===== src/rtl/dedekind_feeder_pkg.sv =====
// Shared types and constants for the two-lane full-permutation pipeline feeder
// and the result-side blocks that pair with it.
package dedekind_feeder_pkg;

    // One monotone Boolean function, stored as {upper64, lower64}
    typedef logic [127:0] mbf_t;

    // Each lane splits an MBF into a low and a high 64-bit half
    localparam int LANE_LOW_BITS = 64;

    // Lanes A and B travel side by side in every beat
    localparam int LANE_COUNT = 2;

    // Feeder sequencing: wait for a top, send its top beat, then stream bot pairs
    typedef enum logic [1:0] {
        IDLE,
        TOP,
        BOTS
    } feeder_state_t;

endpackage


===== src/rtl/credit_counter.sv =====
// Up/down occupancy counter for beats in flight. Increments on a sent beat,
// decrements on a returned credit, never goes below zero, and reports whether
// another beat may be sent. The result collector reuses it.
module credit_counter #(
    parameter int MAX_COUNT = 64,
    parameter int WIDTH     = $clog2(MAX_COUNT + 1)
) (
    input  logic             clock,
    input  logic             rst,
    input  logic             countUp,
    input  logic             countDown,
    output logic [WIDTH-1:0] count,
    output logic             belowMax
);

    // Simultaneous up and down cancel; a credit at zero is dropped. countUp is
    // only ever raised while belowMax holds, so the count cannot pass MAX_COUNT.
    always_ff @(posedge clock) begin
        if (rst) begin
            count <= '0;
        end else if (countUp && !countDown) begin
            count <= count + WIDTH'(1);
        end else if (countDown && !countUp && (count != '0)) begin
            count <= count - WIDTH'(1);
        end
    end

    assign belowMax = (count < WIDTH'(MAX_COUNT));

endmodule


===== src/rtl/bot_pair_feeder.sv =====
// Transmit-side driver for the full-permutation pipeline. Takes one top
// descriptor, sends it as a top beat, then packs the following bots two per
// beat into lanes A and B, padding an odd tail. Beats in flight are limited
// by credits returned from the result collector.
module bot_pair_feeder
    import dedekind_feeder_pkg::*;
#(
    parameter int           COUNT_BITS    = 32,
    parameter int           MAX_IN_FLIGHT = 64,
    parameter logic [127:0] PAD_BOT       = 128'h0
) (
    input  logic                                        clock,
    input  logic                                        rst,
    input  logic                                        topValid,
    output logic                                        topReady,
    input  logic [127:0]                                top,
    input  logic [COUNT_BITS-1:0]                       botCount,
    input  logic                                        botValid,
    output logic                                        botReady,
    input  logic [127:0]                                bot,
    output logic                                        ovalid,
    input  logic                                        oready,
    output logic                                        startNewTop,
    output logic [LANE_COUNT*LANE_LOW_BITS-1:0]         mbfLowers,
    output logic [LANE_COUNT*LANE_LOW_BITS-1:0]         mbfUppers,
    output logic                                        padB,
    input  logic                                        creditReturn,
    output logic [$clog2(MAX_IN_FLIGHT+1)-1:0]          inFlight,
    output logic [COUNT_BITS-1:0]                       topsSent,
    output logic [COUNT_BITS-1:0]                       beatsSent
);

    feeder_state_t         state, stateNext;
    mbf_t                  laneA, laneANext;
    mbf_t                  laneB, laneBNext;
    logic                  beatFull, beatFullNext;
    logic                  laneAFull, laneAFullNext;
    logic                  startNewTopNext;
    logic                  padBNext;
    logic [COUNT_BITS-1:0] remaining, remainingNext;
    logic                  belowMax;
    logic                  fire;

    // A full beat is only offered while the credit gate is open; the beat
    // register is held untouched until it actually fires.
    assign ovalid = beatFull && belowMax;
    assign fire   = ovalid && oready;

    assign mbfLowers = {laneA[LANE_LOW_BITS-1:0], laneB[LANE_LOW_BITS-1:0]};
    assign mbfUppers = {laneA[127:LANE_LOW_BITS], laneB[127:LANE_LOW_BITS]};

    credit_counter #(
        .MAX_COUNT (MAX_IN_FLIGHT),
        .WIDTH     ($clog2(MAX_IN_FLIGHT + 1))
    ) u_credits (
        .clock     (clock),
        .rst       (rst),
        .countUp   (fire),
        .countDown (creditReturn),
        .count     (inFlight),
        .belowMax  (belowMax)
    );

    // State and beat register; reset drops any latched top, partial beat and count
    always_ff @(posedge clock) begin
        if (rst) begin
            state       <= IDLE;
            laneA       <= '0;
            laneB       <= '0;
            beatFull    <= 1'b0;
            laneAFull   <= 1'b0;
            startNewTop <= 1'b0;
            padB        <= 1'b0;
            remaining   <= '0;
        end else begin
            state       <= stateNext;
            laneA       <= laneANext;
            laneB       <= laneBNext;
            beatFull    <= beatFullNext;
            laneAFull   <= laneAFullNext;
            startNewTop <= startNewTopNext;
            padB        <= padBNext;
            remaining   <= remainingNext;
        end
    end

    // Next-state, handshake readies and beat assembly
    always_comb begin
        stateNext       = state;
        laneANext       = laneA;
        laneBNext       = laneB;
        beatFullNext    = beatFull;
        laneAFullNext   = laneAFull;
        startNewTopNext = startNewTop;
        padBNext        = padB;
        remainingNext   = remaining;
        topReady        = 1'b0;
        botReady        = 1'b0;

        case (state)
            IDLE: begin
                topReady = 1'b1;
                if (topValid) begin
                    laneANext       = top;
                    laneBNext       = '0;
                    startNewTopNext = 1'b1;
                    padBNext        = 1'b0;
                    beatFullNext    = 1'b1;
                    remainingNext   = botCount;
                    stateNext       = TOP;
                end
            end

            TOP: begin
                if (fire) begin
                    beatFullNext    = 1'b0;
                    startNewTopNext = 1'b0;
                    if (remaining == '0) begin
                        stateNext = IDLE;
                    end else begin
                        laneAFullNext = 1'b0;
                        stateNext     = BOTS;
                    end
                end
            end

            BOTS: begin
                // A bot may land in the same cycle the full beat leaves; it
                // then opens lane A of the next beat.
                botReady = (remaining != '0) && (!beatFull || fire);
                if (fire) begin
                    beatFullNext = 1'b0;
                    padBNext     = 1'b0;
                end
                if (botValid && botReady) begin
                    remainingNext = remaining - COUNT_BITS'(1);
                    if (!laneAFull) begin
                        laneANext = bot;
                        if (remaining == COUNT_BITS'(1)) begin
                            laneBNext    = PAD_BOT;
                            padBNext     = 1'b1;
                            beatFullNext = 1'b1;
                        end else begin
                            laneAFullNext = 1'b1;
                        end
                    end else begin
                        laneBNext     = bot;
                        laneAFullNext = 1'b0;
                        beatFullNext  = 1'b1;
                    end
                end else if (fire && (remaining == '0)) begin
                    stateNext = IDLE;
                end
            end

            default: begin
                stateNext = IDLE;
            end
        endcase
    end

    // Statistics: top beats and bot beats actually handed to the pipeline
    always_ff @(posedge clock) begin
        if (rst) begin
            topsSent  <= '0;
            beatsSent <= '0;
        end else if (fire) begin
            if (startNewTop) begin
                topsSent <= topsSent + COUNT_BITS'(1);
            end else begin
                beatsSent <= beatsSent + COUNT_BITS'(1);
            end
        end
    end

endmodule


===== config.mk =====
export PLATFORM = sky130hd
export DESIGN_NAME = bot_pair_feeder
export DESIGN_NICKNAME = d
export VERILOG_FILES = /design/src/rtl/dedekind_feeder_pkg.sv /design/src/rtl/credit_counter.sv /design/src/rtl/bot_pair_feeder.sv
export SDC_FILE = /design/constraint.sdc
export NUM_CORES = 1
export LEC_CHECK = 0
export CAP_MARGIN = 20
export CORE_AREA = 3 3 241 243
export DETAILED_ROUTE_END_ITERATION = 12
export DIE_AREA = 0 0 244 246
export GPL_ROUTABILITY_DRIVEN = 0
export HOLD_SLACK_MARGIN = 0.02
export PLACE_DENSITY = 0.57
export SYNTH_ARGS = -nofsm -noshare
export SYNTH_HDL_FRONTEND = slang
export SYNTH_SLANG_ARGS = --single-unit

===== constraint.sdc =====
create_clock -name clock -period 7.4 [get_ports clock]
set_clock_uncertainty 0.05 [all_clocks]
set_input_delay 0.74 -clock clock [delete_from_list [all_inputs] [get_ports clock]]
set_output_delay 0.74 -clock clock [all_outputs]
set_load 0.05 [all_outputs]

==> results_dict.tcl <==
set metrics [dict create \
    run_status "finished, final reports clean" \
    multiInputGateArea_um2 8710 \
    fin_area_um2 24900 \
    ctsRootBufferMaster "clkbuf_16" \
    synthDistinctLibCells 70 \
    clk_path_buf_depth 3 \
    p_sw_frac 0.414 \
    antenna_found_initial 15 \
    cp.arrival_ns 3.92 \
    yosysTopAreaCellShare 0.427 \
    critPathKind "flop to output pin" \
    ctsHoldBuffers 0 \
    setup_tns_ns 0 \
    io_pins 626 \
    synth-edff-count 0 \
    tritoncts "built" \
    die_h_um 246 \
    final_net_count 2615 \
    grt_max_degree 246 \
    track_usage 0.220 \
    portBuffers 625 \
    ys_top_cells_by_count "365 x dfxtp_1, 183 x a21oi_1, 152 x o31ai_1" \
    cts_inserted_buffers 44 \
    cts_resized 0 \
    ir_worst_vdd_mv 0.171 \
    maxSlewViolCount 0 \
    grt.overflow.total 0 \
    grt_pass1_wl_um 103000 \
    dp.cells 3017 \
    yosysSeqAreaShare 0.427 \
    hold_violations 0 \
    fin_crit_sh 0.637 \
    cp-start-kind "flop" \
    cts.sinks 365 \
    regArea_um2 7310 \
    synth_area_um2 17100 \
    die_x_um 244 \
    synth_nets 2114 \
    post_cts_buffers 0 \
    p_clk_frac 0.259 \
    start_util 0.304 \
    synth_top_cell_by_area "dfxtp_1" \
    wire_per_inst_um 22.6 \
    clk_latency_ns 0.56 \
    dp_hpwl_um 49200 \
    power.switching_mw 3.24 \
    rsz0062_at_grt "no" \
    drt_first_pass_iters 5 \
    syn_area_per_cell_um2 9.46 \
    crit_required_ns 6.61 \
    p_leak_nw 8.76 \
    hold_path_class "flop to flop" \
    num_vias 16900 \
    worst_pin_slew_ns 1.27 \
    p_seq_frac 0.312 \
    clkSlewWorstSetupHoldPaths_ns 0.06 \
    drt.antenna.violating_nets 0 \
    max_freq_ghz 0.212 \
    dpl-instance-area_um2 23500 \
    dr.first_iter.drc_count 1029 \
    max_cap_viol_count 0 \
    async_reset_ff_frac 0 \
    drc 0 \
    row_count 87 \
    fillers 5491 \
    yosys-top-cells-area "dfxtp_1 43%, mux2i_1 7.8%, o31ai_1 6.7%, a22o_1 6.6%, or4_1 6.4%" \
    totalWireLength_um 70100 \
    synthFlopType "dfxtp_1" \
    grt_pass1_vias 16300 \
    internal_power_mw 4.59 \
    setup_violations 0 \
    synth_most_common_cell "dfxtp_1" \
    period_minus_slack_ns 4.71 \
    cp-end-kind "output pin" \
    cts_htree_levels 2 \
    drive_above_1_share 0.0492 \
    p_comb_frac 0.429 \
    via_per_inst 5.44 \
    ys_ff_latch 365 \
    areaGrowthSynthToFinish_pct 45.6 \
    max-slew-margin-rel 0.155 \
    stdcell_count 3106 \
    crit_fanout 17 \
    syn_inst 1807 \
    powerDensity_nw_per_um2 314 \
    die_area_um2 60000 \
    core_area_um2 56200 \
    yosys_warnings 0 \
]
[cell usage in the layout, fill, tap and decap left out, drive strengths merged, types with 9 or more instances in the layout]
cell / count
and3: 14
o21ai: 25
mux2: 9
or4: 148
clkdlybuf4s50: 624
dfxtp: 365
clkbuf: 63
clkinv: 14
mux2i: 134
nand4: 22
and4: 9
a21oi: 183
buf: 23
a22o: 128
nor4: 21
ha: 12
diode: 13
o311ai: 12
xor2: 14
nor3: 27
nor2b: 14
xnor2: 26
inv: 25
or3: 15
o22ai: 10
nand3: 20
o31ai: 152
nor2: 86
nand2: 52
[power groups by stage]
| stage | Clock [mW] | Combinational (mW) | Sequential, mW |
|---|---|---|---|
| 6_report | 2.03 | 3.36 | 2.44 |
| 3_5_place_dp | 0 | 3.33 | 2.47 |
| 3_3_place_gp | 0 | 3.30 | 2.46 |
| 2_1_floorplan | 0 | 1.57 | 3.15 |
| 4_1_cts | 2.09 | 3.34 | 2.44 |
| 5_1_grt | 2.17 | 3.57 | 2.48 |
[cells by family (layout without fill, tap and decap cells)]
kind of cell               after synthesis  count (layout)  share of synthesized area
adders and majority gates               13              13                    0.00996
muxes                                  143             143                     0.0844
DFF                                    365             365                      0.427
other                                    0              13                          0
AOI/OAI and AO/OA                      575             575                      0.236
buffers and inverters                  219             749                     0.0656
and+or+nand+nor                        452             452                      0.156
xor gates and xnor gates                40              40                     0.0205
[flip-flops by register name, summed over array words and instances (netlist names)]
register         flops
topsSent            32
remaining           32
laneAFull            1
beatsSent           32
beatFull             1
padB                 1
state                2
startNewTop          1
u_credits.count      7
laneB              128
laneA              128
[metal layers]
metal,wire length [um],part of all wire,global-route usage,up-vias
met5,7,0.00010,0,-
met3,5580,0.080,0.0648,106
met1,27800,0.40,0.263,8194
met2,34800,0.50,0.377,598
li1,-,-,-,7985
met4,1930,0.028,0.0737,2
[stage by stage]
stage	utilization	power [mW]	setup WS (ns)	hold WS, ns
after global routing	0.443	8.22	2.50	0.433
after CTS	0.442	7.87	2.66	0.414
after detailed placement	0.419	5.81	3.17	0.407
after global placement	0.419	5.76	3.24	0.400
after floorplan	-	4.72	4.02	0.383
final	0.443	7.82	2.69	0.413
[path summary, 6_finish.rpt]
check,start,endpoint,slack [ns],depth (start not counted)
worst max-delay path,remaining[0]$_SDFFE_PP0P_,botReady,2.69,8
worst min register to register,laneA[4]$_SDFFE_PP0P_,laneA[4]$_SDFFE_PP0P_,0.41,2
worst max register to register,remaining[17]$_SDFFE_PP0P_,laneB[69]$_SDFFE_PP0P_,3.18,7
worst min-delay path,laneA[4]$_SDFFE_PP0P_,laneA[4]$_SDFFE_PP0P_,0.41,2
[critical path, cell delays in order, from the launching register on]
cell	delay, ns
dfxtp_1	0.34
inv_1	0.11
ha_1	0.21
nor3b_1	0.57
nand3_1	0.25
buf_4	0.29
or4_1	0.59
and3_1	0.26
clkdlybuf4s50_1	0.74
[layout make-up]
class / count / area share
multi-input cells: 1223 / 0.350
inverters: 26 / 0.00392
clock buffers: 62 / 0.0498
flip-flops and latches: 365 / 0.294
diodes: 13 / 0.00131
well taps: 756 / 0.0380
repair buffers: 648 / 0.260
clock inverters: 13 / 0.00277
Power figures use the tool's default switching activity.
